==> config.mk <==
export PLATFORM = sky130hd
export DESIGN_NAME = regbank8_wr_16b
export DESIGN_NICKNAME = d
export VERILOG_FILES = /design/src/rtl/regbank8_wr_16b.sv
export SDC_FILE = /design/constraint.sdc
export NUM_CORES = 1
export LEC_CHECK = 0
export ABC_AREA = 1
export CAP_MARGIN = 25
export CORE_UTILIZATION = 32
export DETAILED_ROUTE_END_ITERATION = 7
export PLACE_DENSITY = 0.59
export SLEW_MARGIN = 20
export SYNTH_ARGS = -nofsm -noshare
export SYNTH_HDL_FRONTEND = slang
export SYNTH_SLANG_ARGS = --single-unit
==> constraint.sdc <==
create_clock -name clk -period 4.74 [get_ports clk]
set_clock_uncertainty 0.1 [all_clocks]
set_input_delay 0.948 -clock clk [delete_from_list [all_inputs] [get_ports clk]]
set_output_delay 0.948 -clock clk [all_outputs]
set_load 0.005 [all_outputs]
==> src/rtl/regbank8_wr_16b.sv <==
// rtl/regbank8_wr_16b.sv - eight-entry write-side register bank with staged writes and clear sweep
// Writes pass through a one-deep stage register (forwarding tap) before committing to Out*.
module regbank8_wr_16b #(
  parameter int              WIDTH   = 16,
  parameter logic [WIDTH-1:0] CLR_VAL = '0
) (
  input  logic             clk,
  input  logic             rst,
  input  logic             wr_en,
  input  logic [2:0]       wr_addr,
  input  logic [WIDTH-1:0] wr_data,
  output logic             wr_ready,
  input  logic             clr_req,
  output logic             clr_busy,
  output logic             pend_valid,
  output logic [2:0]       pend_addr,
  output logic [WIDTH-1:0] pend_data,
  output logic [WIDTH-1:0] OutA,
  output logic [WIDTH-1:0] OutB,
  output logic [WIDTH-1:0] OutC,
  output logic [WIDTH-1:0] OutD,
  output logic [WIDTH-1:0] OutE,
  output logic [WIDTH-1:0] OutF,
  output logic [WIDTH-1:0] OutG,
  output logic [WIDTH-1:0] OutH
);

  typedef enum logic {
    IDLE  = 1'b0,
    SWEEP = 1'b1
  } state_t;

  state_t           state_q, state_d;
  logic [2:0]       cnt_q, cnt_d;
  logic             pend_valid_q, pend_valid_d;
  logic [2:0]       pend_addr_q, pend_addr_d;
  logic [WIDTH-1:0] pend_data_q, pend_data_d;
  logic [WIDTH-1:0] regs_q [8];
  logic [WIDTH-1:0] regs_d [8];
  logic             accept;

  always_comb begin
    state_d = state_q;
    cnt_d   = cnt_q;
    case (state_q)
      IDLE: begin
        if (clr_req) begin
          state_d = SWEEP;
          cnt_d   = 3'd0;
        end
      end
      SWEEP: begin
        cnt_d = cnt_q + 3'd1;
        if (cnt_q == 3'd7) begin
          state_d = IDLE;
        end
      end
      default: begin
        state_d = IDLE;
        cnt_d   = 3'd0;
      end
    endcase
  end

  // Stage register holds its last contents when idle so unused inputs never leak in.
  always_comb begin
    accept       = wr_en && (state_q == IDLE);
    pend_valid_d = accept;
    pend_addr_d  = pend_addr_q;
    pend_data_d  = pend_data_q;
    if (accept) begin
      pend_addr_d = wr_addr;
      pend_data_d = wr_data;
    end
  end

  // Sweep write is applied last so it overrides a colliding commit.
  always_comb begin
    for (int i = 0; i < 8; i++) begin
      regs_d[i] = regs_q[i];
    end
    if (pend_valid_q) begin
      regs_d[pend_addr_q] = pend_data_q;
    end
    if (state_q == SWEEP) begin
      regs_d[cnt_q] = CLR_VAL;
    end
  end

  always_ff @(posedge clk or posedge rst) begin
    if (rst) begin
      state_q      <= IDLE;
      cnt_q        <= 3'd0;
      pend_valid_q <= 1'b0;
      pend_addr_q  <= 3'd0;
      pend_data_q  <= '0;
      for (int i = 0; i < 8; i++) begin
        regs_q[i] <= '0;
      end
    end else begin
      state_q      <= state_d;
      cnt_q        <= cnt_d;
      pend_valid_q <= pend_valid_d;
      pend_addr_q  <= pend_addr_d;
      pend_data_q  <= pend_data_d;
      for (int i = 0; i < 8; i++) begin
        regs_q[i] <= regs_d[i];
      end
    end
  end

  assign wr_ready   = (state_q == IDLE);
  assign clr_busy   = (state_q == SWEEP);
  assign pend_valid = pend_valid_q;
  assign pend_addr  = pend_addr_q;
  assign pend_data  = pend_data_q;

  assign OutA = regs_q[0];
  assign OutB = regs_q[1];
  assign OutC = regs_q[2];
  assign OutD = regs_q[3];
  assign OutE = regs_q[4];
  assign OutF = regs_q[5];
  assign OutG = regs_q[6];
  assign OutH = regs_q[7];

endmodule

==> results of run 1 <==
==> cells by family (layout without fill, tap and decap cells) <==
| group | count (synthesis) | after routing |
|---|---|---|
| buffers and inverters | 72 | 238 |
| muxes | 1 | 1 |
| and+or+nand+nor | 567 | 567 |
| DFF | 152 | 152 |
| adders and majority gates | 2 | 2 |
| AOI/OAI and AO/OA | 22 | 22 |
==> registers in the layout (all words and copies together), names as in the netlist <==
signal and cells:
OutD 16, pend_valid 1, pend_data 16, OutB 16, pend_addr 3, OutA 16
OutG 16, OutE 16, OutH 16, cnt_q 3, OutC 16, OutF 16
clr_busy 1
==> tightest hold or removal path, stage by stage, from the launching register on <==
cell and delay, ns:
dfrtp_1 0.34, nor2_1 0.05, nor2_1 0.08
==> final cells by class <==
type	count	area [µm²]	share of cell area, %
Clock buffer	24	492	5.34
Clock inverter	7	140	1.52
Inverter	29	113	1.22
Multi-Input combinational cell	592	2520	27.3
Sequential cell	152	3800	41.3
Tap cell	270	338	3.67
Timing Repair Buffer	178	1800	19.6
==> metal layers <==
metal / GRT usage (%) / vias up / share of wire [%] / wire length, µm
li1: - / 2854 / - / -
met1: 30.9 / 2756 / 49 / 10400
met2: 28.6 / 184 / 44 / 9280
met3: 4.60 / 12 / 6.1 / 1300
met4: 4.54 / 0 / 0.70 / 148
met5: 0 / - / 0 / 0
==> metrics by stage <==
stage / instance area (µm²) / total power, µW / hold WS, ns / instances / util, %
after floorplan: 6740 / 3490 / 0.403 / 816 / -
after global placement: 8540 / 5100 / 0.391 / 1220 / 41.8
after detailed placement: 8540 / 5140 / 0.401 / 1220 / 41.8
after CTS: 9170 / 6620 / 0.414 / 1251 / 44.9
after global routing: 9200 / 7020 / 0.433 / 1252 / 45.0
final: 9200 / 6580 / 0.408 / 1252 / 45.0
==> placed cells by master, fill, tap and decap left out <==
cell type	instances
mux2i_1	1
buf_12	1
buf_4	4
inv_2	3
or2_2	1
clkbuf_8	4
dfrtp_1	152
nand2_4	2
a21boi_0	1
o21ai_0	21
bufinv_16	4
nor2_1	259
inv_1	9
clkdlybuf4s50_1	172
clkbuf_16	17
ha_1	2
nand2_1	180
nand3_1	112
nor2_2	3
clkinv_1	16
clkinv_2	1
clkbuf_1	3
buf_16	1
clkinvlp_4	3
nor2_4	10
==> report_power, final <==
group          switching (µW)  leakage, µW  internal [µW]  total (µW)
sequential                404      0.00205           1850        2250
clock                     530     0.000303            935        1470
combinational            1500      0.00221           1360        2860
total                    2430      0.00456           4150        6580
==> path summary, 6_finish.rpt <==
check                        startpoint      endpoint  slack, ns  cells past startpoint
hold reg to reg                 OutH[8]       OutH[8]       0.41                      2
max in group asynchronous           rst       OutH[5]       2.76                      3
min in group asynchronous           rst       OutE[5]       0.71                      2
hold / removal                  OutH[8]       OutH[8]       0.41                      2
setup reg to reg           pend_addr[0]       OutB[8]       2.85                      5
setup / recovery           pend_addr[2]  pend_addr[2]       2.16                      1
==> impl_metrics.ini, run 1 <==
[status]
outcome = completed

[worst_setup_path]
cp_cell_sequence = clkdlybuf4s50_1
path_delay_family = buffers and inverters
crit_buf_inv = 1
critPathLaunchType = register
required_ns = 3.69
crit_type = reg2out
worstPathMaxFanout = 6
arrival_ns = 1.53
slowest_delay_ns = 0.62
cpMaxStageDelayCell = clkdlybuf4s50_1
crit_path_end_kind = primary output

[clocking]
cts-buffers-inserted = 17
clock_sink_count = 152
ctsLongestPathBuffers = 2
clkTransAtPathRegs_ns = 0.06
post_cts_resized = 0
cts_tree = built
cts.root.buffer_cell = clkbuf_16
insertion_delay_ns = 0.42
htree_levels = 4
cts_setup_buffers = 0
cts_hold_repair.buffers = 0

[cells_and_area]
drive_above_1_share_pct = 5.50
layout.nets = 995
antenna_cells = 0
synthToLayoutAreaGrowth_pct = 36.5
nFillCells = 2108

[logic_synthesis]
ys_warn_count = 0
synth_area_um2 = 6740
synth_nets = 841
synth_edf_count = 0
synth_top_family_by_area = simple AND/OR/NAND/NOR gates
synth_area_leaders = dfrtp_1 (56%), nor2_1 (15%), nand2_1 (10%)
ys_seq_area_share_pct = 56.4
muxShareOfSynthArea_pct = 0.149
synth_seq_cells = 152
synth_top_cells_by_count = nor2_1 (262), nand2_1 (180), dfrtp_1 (152), nand3_1 (112), o21ai_0 (21)
synth.distinct_cells = 19
netlist_instances = 816
synth_top_cell_by_area = dfrtp_1
yosys.area_share.adder_pct = 0.371
synthXorXnorAreaFrac_pct = 0
syn_avg_cell_area_um2 = 8.26
synth_simple_gate_area_share_pct = 35.0
synth_compound_area_share_pct = 1.67
synth_top_flop_cell = dfrtp_1
synth_most_common_cell = nor2_1
netlist.area_leader.share_pct = 56.4
synthArstFlopShare_pct = 100

[global_route]
grt_pass1_wl_um = 32600
grt_pass1_vias = 5401
antenna_found_initial = 0
track_usage_pct = 20.2
grt_max_degree = 84
grt-ovfl-total = 0

[hold_path]
min_path_type = reg2reg

[drt]
wl_per_cell_um = 16.9
wl_um = 21200
first_pass_iters = 5
vias = 5806
vias_per_cell = 4.64
drt_iter0_markers = 488
drc = 0
drtAntennaViolNets = 0

[place]
portBuffers = 172
hpwl_um = 13500
place.gp.congestion = 0.738
dp_slack_ns = 2.06

[floorplan]
initial_utilization_pct = 33.0
boundaryPins = 173
fp.coreArea_um2 = 20400
dieArea_um2 = 21600
num_rows = 52
die_h_um = 147
fp.dieW_um = 147

[sta]
finalCritPeriodShare_pct = 54.4
hold_viol_final = 0
min_period_ns = 2.58
max-slew-margin-rel_pct = 43.5
fin_ws_ns = 2.16
max_freq_mhz = 388
rsz0062_at_grt = no
tns_ns = 0
slew_violations = 0
setup_viol = 0
worst_slew_pin_slew_ns = 0.847

[flow_run]
drv_cap = 0

[power]
powerDensity_nw_per_um2 = 715
ir_worst_vdd_v = 0.000320
total_leakage_power_uw = 0.00456
(Power assumes the default switching activity.)
==> run 2: changes to the inputs <==
- clock period: 4.74 -> 2.15 ns (I/O delays scaled with it)
==> impl_metrics.ini, run 2 (synthesis gave the netlist of run 1 again) <==
[worst_setup_path]
reg2reg_slack_ns = 0.37
slowest_delay_ns = 0.61
crit_path_end_kind = primary output
critPathLaunchType = register
reg2reg_to = OutH[15]
worstSetupStartpoint = pend_addr[1]
arrival_ns = 1.50
cp.depth = 1
endpoint = pend_addr[1]
path_delay_family = buffers and inverters
crit_buf_inv = 1
crit_type = reg2out
cpMaxStageDelayCell = clkdlybuf4s50_1
worstPathMaxFanout = 6
required_ns = 1.62
cp_cell_sequence = clkdlybuf4s50_1
crit-reg2reg-launch = pend_addr[1]
worstRegToRegCells = 5

[clocking]
clock_sink_count = 152
cts_tree = built
cts_setup_buffers = 0
ctsLongestPathBuffers = 2
cts.root.buffer_cell = clkbuf_16
cts-buffers-inserted = 17
htree_levels = 4
cts_hold_repair.buffers = 0
clkTransAtPathRegs_ns = 0.06
insertion_delay_ns = 0.42
post_cts_resized = 0

[global_route]
grt-ovfl-total = 0
grt_pass1_wl_um = 33300
antenna_found_initial = 0
track_usage_pct = 20.5
grt_pass1_vias = 5540
grt_max_degree = 49

[floorplan]
dieArea_um2 = 21600
fp.coreArea_um2 = 20400
die_h_um = 147
initial_utilization_pct = 33.0
boundaryPins = 173
num_rows = 52
fp.dieW_um = 147

[sta]
hold_viol_final = 0
max-slew-margin-rel_pct = 56.5
slew_violations = 0
setup_viol = 0
rsz0062_at_grt = no
finalCritPeriodShare_pct = 94.3
worst_slew_pin_slew_ns = 0.651
max_freq_mhz = 493
min_period_ns = 2.03

[power]
powerDensity_nw_per_um2 = 1560
power.total_uw = 14400
ir_worst_vdd_v = 0.000687
total_leakage_power_uw = 0.00460

[drt]
drtAntennaViolNets = 0
first_pass_iters = 5
wl_per_cell_um = 17.2
wl_um = 21600
drt_iter0_markers = 538
vias_per_cell = 4.67
vias = 5873
drc = 0

[cells_and_area]
drive_above_1_share_pct = 6.07
utilization_pct = 45.3
synthToLayoutAreaGrowth_pct = 37.4
layout.nets = 1001
antenna_cells = 0
fin_cells = 1258
final_cell_mix = nor2_1 (259), nand2_1 (180), clkdlybuf4s50_1 (172)
final_common_cell = nor2_1

[status]
outcome = completed

[place]
dp.cells = 1227
place.gp.congestion = 0.724
portBuffers = 172
hpwl_um = 13900

[flow_run]
drv_cap = 0

[hold_path]
min_path_type = in2async
run 2: where the power goes:
part / internal (µW) / total (µW) / switching [µW] / leakage, µW
logic: 3030 / 6400 / 3370 / 0.00225
clock network: 1940 / 3120 / 1180 / 0.000296
registers: 4080 / 4920 / 846 / 0.00205
run 2: per-layer routing:
metal	vias up	share of wire, %	GRT usage [%]
met5	-	0	0
met4	0	1.5	6.29
met1	2783	48	30.0
met2	193	44	30.2
li1	2874	-	-
met3	23	6.6	4.38
run 2: cell type report:
type	instances	area, µm²
clock buffers	24	492
clock inverters	7	116
fillers	2059	11200
inverters	29	113
multi-input cells	592	2510
flip-flops and latches	152	3800
well taps	270	338
repair buffers	184	1890
run 2: worst min path at each step:
stage,start,end,slack [ns],cells after the start
floorplan,OutH[0],OutH[0],0.40,2
global placement,OutF[2],OutF[2],0.39,2
detailed placement,OutD[12],OutD[12],0.40,2
CTS,rst,OutF[0],0.26,2
global route,rst,OutF[0],0.29,2
finish,rst,OutF[0],0.27,2
run 2: per-stage QoR:
step	hold WS [ns]	worst slack, ns	area, µm²	setup TNS [ns]
2_1_floorplan	0.403	-0.297	6740	-45.14
6_report	0.268	0.123	9260	0
5_1_grt	0.290	0.0309	9260	0
3_3_place_gp	0.388	0.471	8650	0
4_1_cts	0.264	0.0935	9260	0
3_5_place_dp	0.399	0.393	8650	0
==> run 3: changes to the inputs <==
- RECOVER_POWER: unset -> 100
==> impl_metrics.ini, run 3 (synthesis gave the netlist of run 1 again) <==
[global_route]
grt_pass1_vias = 5540
grt_pass1_wl_um = 33300
track_usage_pct = 20.5
grt_max_degree = 49
antenna_found_initial = 0
grt-ovfl-total = 0

[worst_setup_path]
slowest_delay_ns = 0.61
crit_path_end_kind = primary output
worstPathMaxFanout = 6
cpMaxStageDelayCell = clkdlybuf4s50_1
arrival_ns = 1.49
crit_buf_inv = 1
crit_type = reg2out
required_ns = 1.62
path_delay_family = buffers and inverters
critPathLaunchType = register
cp_cell_sequence = clkdlybuf4s50_1

[floorplan]
die_h_um = 147
fp.dieW_um = 147
num_rows = 52
boundaryPins = 173
dieArea_um2 = 21600
fp.coreArea_um2 = 20400
initial_utilization_pct = 33.0

[power]
total_leakage_power_uw = 0.00498
intPower_uw = 8580
power_switching_uw = 5330
powerDensity_nw_per_um2 = 1520
switching_share_pct = 38.3
ir_worst_vdd_v = 0.000650
seqPwrFrac_pct = 35.0
pwr-share-clk_pct = 22.4
p_comb_share_pct = 42.6

[cells_and_area]
stdcell_area_um2 = 9170
antenna_cells = 0
final_common_cell = nor2_1
synthToLayoutAreaGrowth_pct = 36.1
drive_above_1_share_pct = 5.87
layout.nets = 1001
final_cell_mix = nor2_1 (260), nand2_1 (180), dfrtp_1 (152)

[place]
place.gp.congestion = 0.724
portBuffers = 172
placed_area_um2 = 8650
hpwl_um = 13900

[drt]
drc = 0
vias_per_cell = 4.65
drt_iter0_markers = 528
wl_per_cell_um = 17.1
vias = 5846
wl_um = 21500
first_pass_iters = 5
drtAntennaViolNets = 0

[clocking]
insertion_delay_ns = 0.43
post_cts_resized = 0
cts.root.buffer_cell = clkbuf_16
htree_levels = 4
cts_setup_buffers = 0
clkTransAtPathRegs_ns = 0.06
clock_sink_count = 152
cts-buffers-inserted = 17
cts_hold_repair.buffers = 0
cts_tree = built
ctsLongestPathBuffers = 2

[sta]
slew_violations = 0
setup_viol = 0
tns_ns = 0
hold_viol_final = 0
max-slew-margin-rel_pct = 46.1
max_freq_mhz = 495
finalCritPeriodShare_pct = 94.0
rsz0062_at_grt = no
min_period_ns = 2.02
worst_slew_pin_slew_ns = 0.807

[status]
outcome = completed

[hold_path]
min_path_type = in2async

[flow_run]
drv_cap = 0
## run 3: power by group through the flow
stage	registers, µW	logic [µW]	clock network, µW
finish	4870	5920	3120
global route	5050	6580	3280
CTS	4950	6460	3180
detailed placement	4990	6450	0
global placement	4960	6390	0
floorplan	4900	2800	0
## run 3: area by class of cell
type,instances,area (µm²)
clock inverter,7,116
fill,2072,11300
inverter,29,110
timing repair buffer,184,1810
sequential,152,3800
tap,270,338
clock buffer,24,492
multi-input combinational,592,2500
## run 3: final timing paths
path                              startpoint            to  slack [ns]  cells after the start
worst max register to register  pend_addr[1]       OutF[7]        0.36                      5
worst max-delay path            pend_addr[2]  pend_addr[2]        0.13                      1
worst min register to register       OutD[1]       OutD[1]        0.40                      2
min in group clk                     OutD[1]       OutD[1]        0.40                      2
max in group asynchronous                rst      OutG[15]        0.45                      3
worst min-delay path                     rst       OutE[1]        0.40                      2
## run 3: through the flow
| stage | utilization, % | hold WS [ns] | std cells | worst slack [ns] | total power (µW) |
|---|---|---|---|---|---|
| 2_1_floorplan | - | 0.403 | 816 | -0.297 | 7700 |
| 3_3_place_gp | 42.4 | 0.388 | 1227 | 0.471 | 11300 |
| 3_5_place_dp | 42.4 | 0.399 | 1227 | 0.393 | 11400 |
| 4_1_cts | 45.3 | 0.264 | 1258 | 0.0935 | 14600 |
| 5_1_grt | 44.9 | 0.426 | 1258 | 0.0309 | 14900 |
| 6_report | 44.9 | 0.396 | 1258 | 0.128 | 13900 |
## run 3: routing by layer
metal	up-vias	routed length [µm]	GRT usage, %
met5	-	0	0
met4	0	309	6.29
met3	27	1340	4.38
met2	180	9620	30.2
met1	2765	10300	30.0
li1	2874	-	-
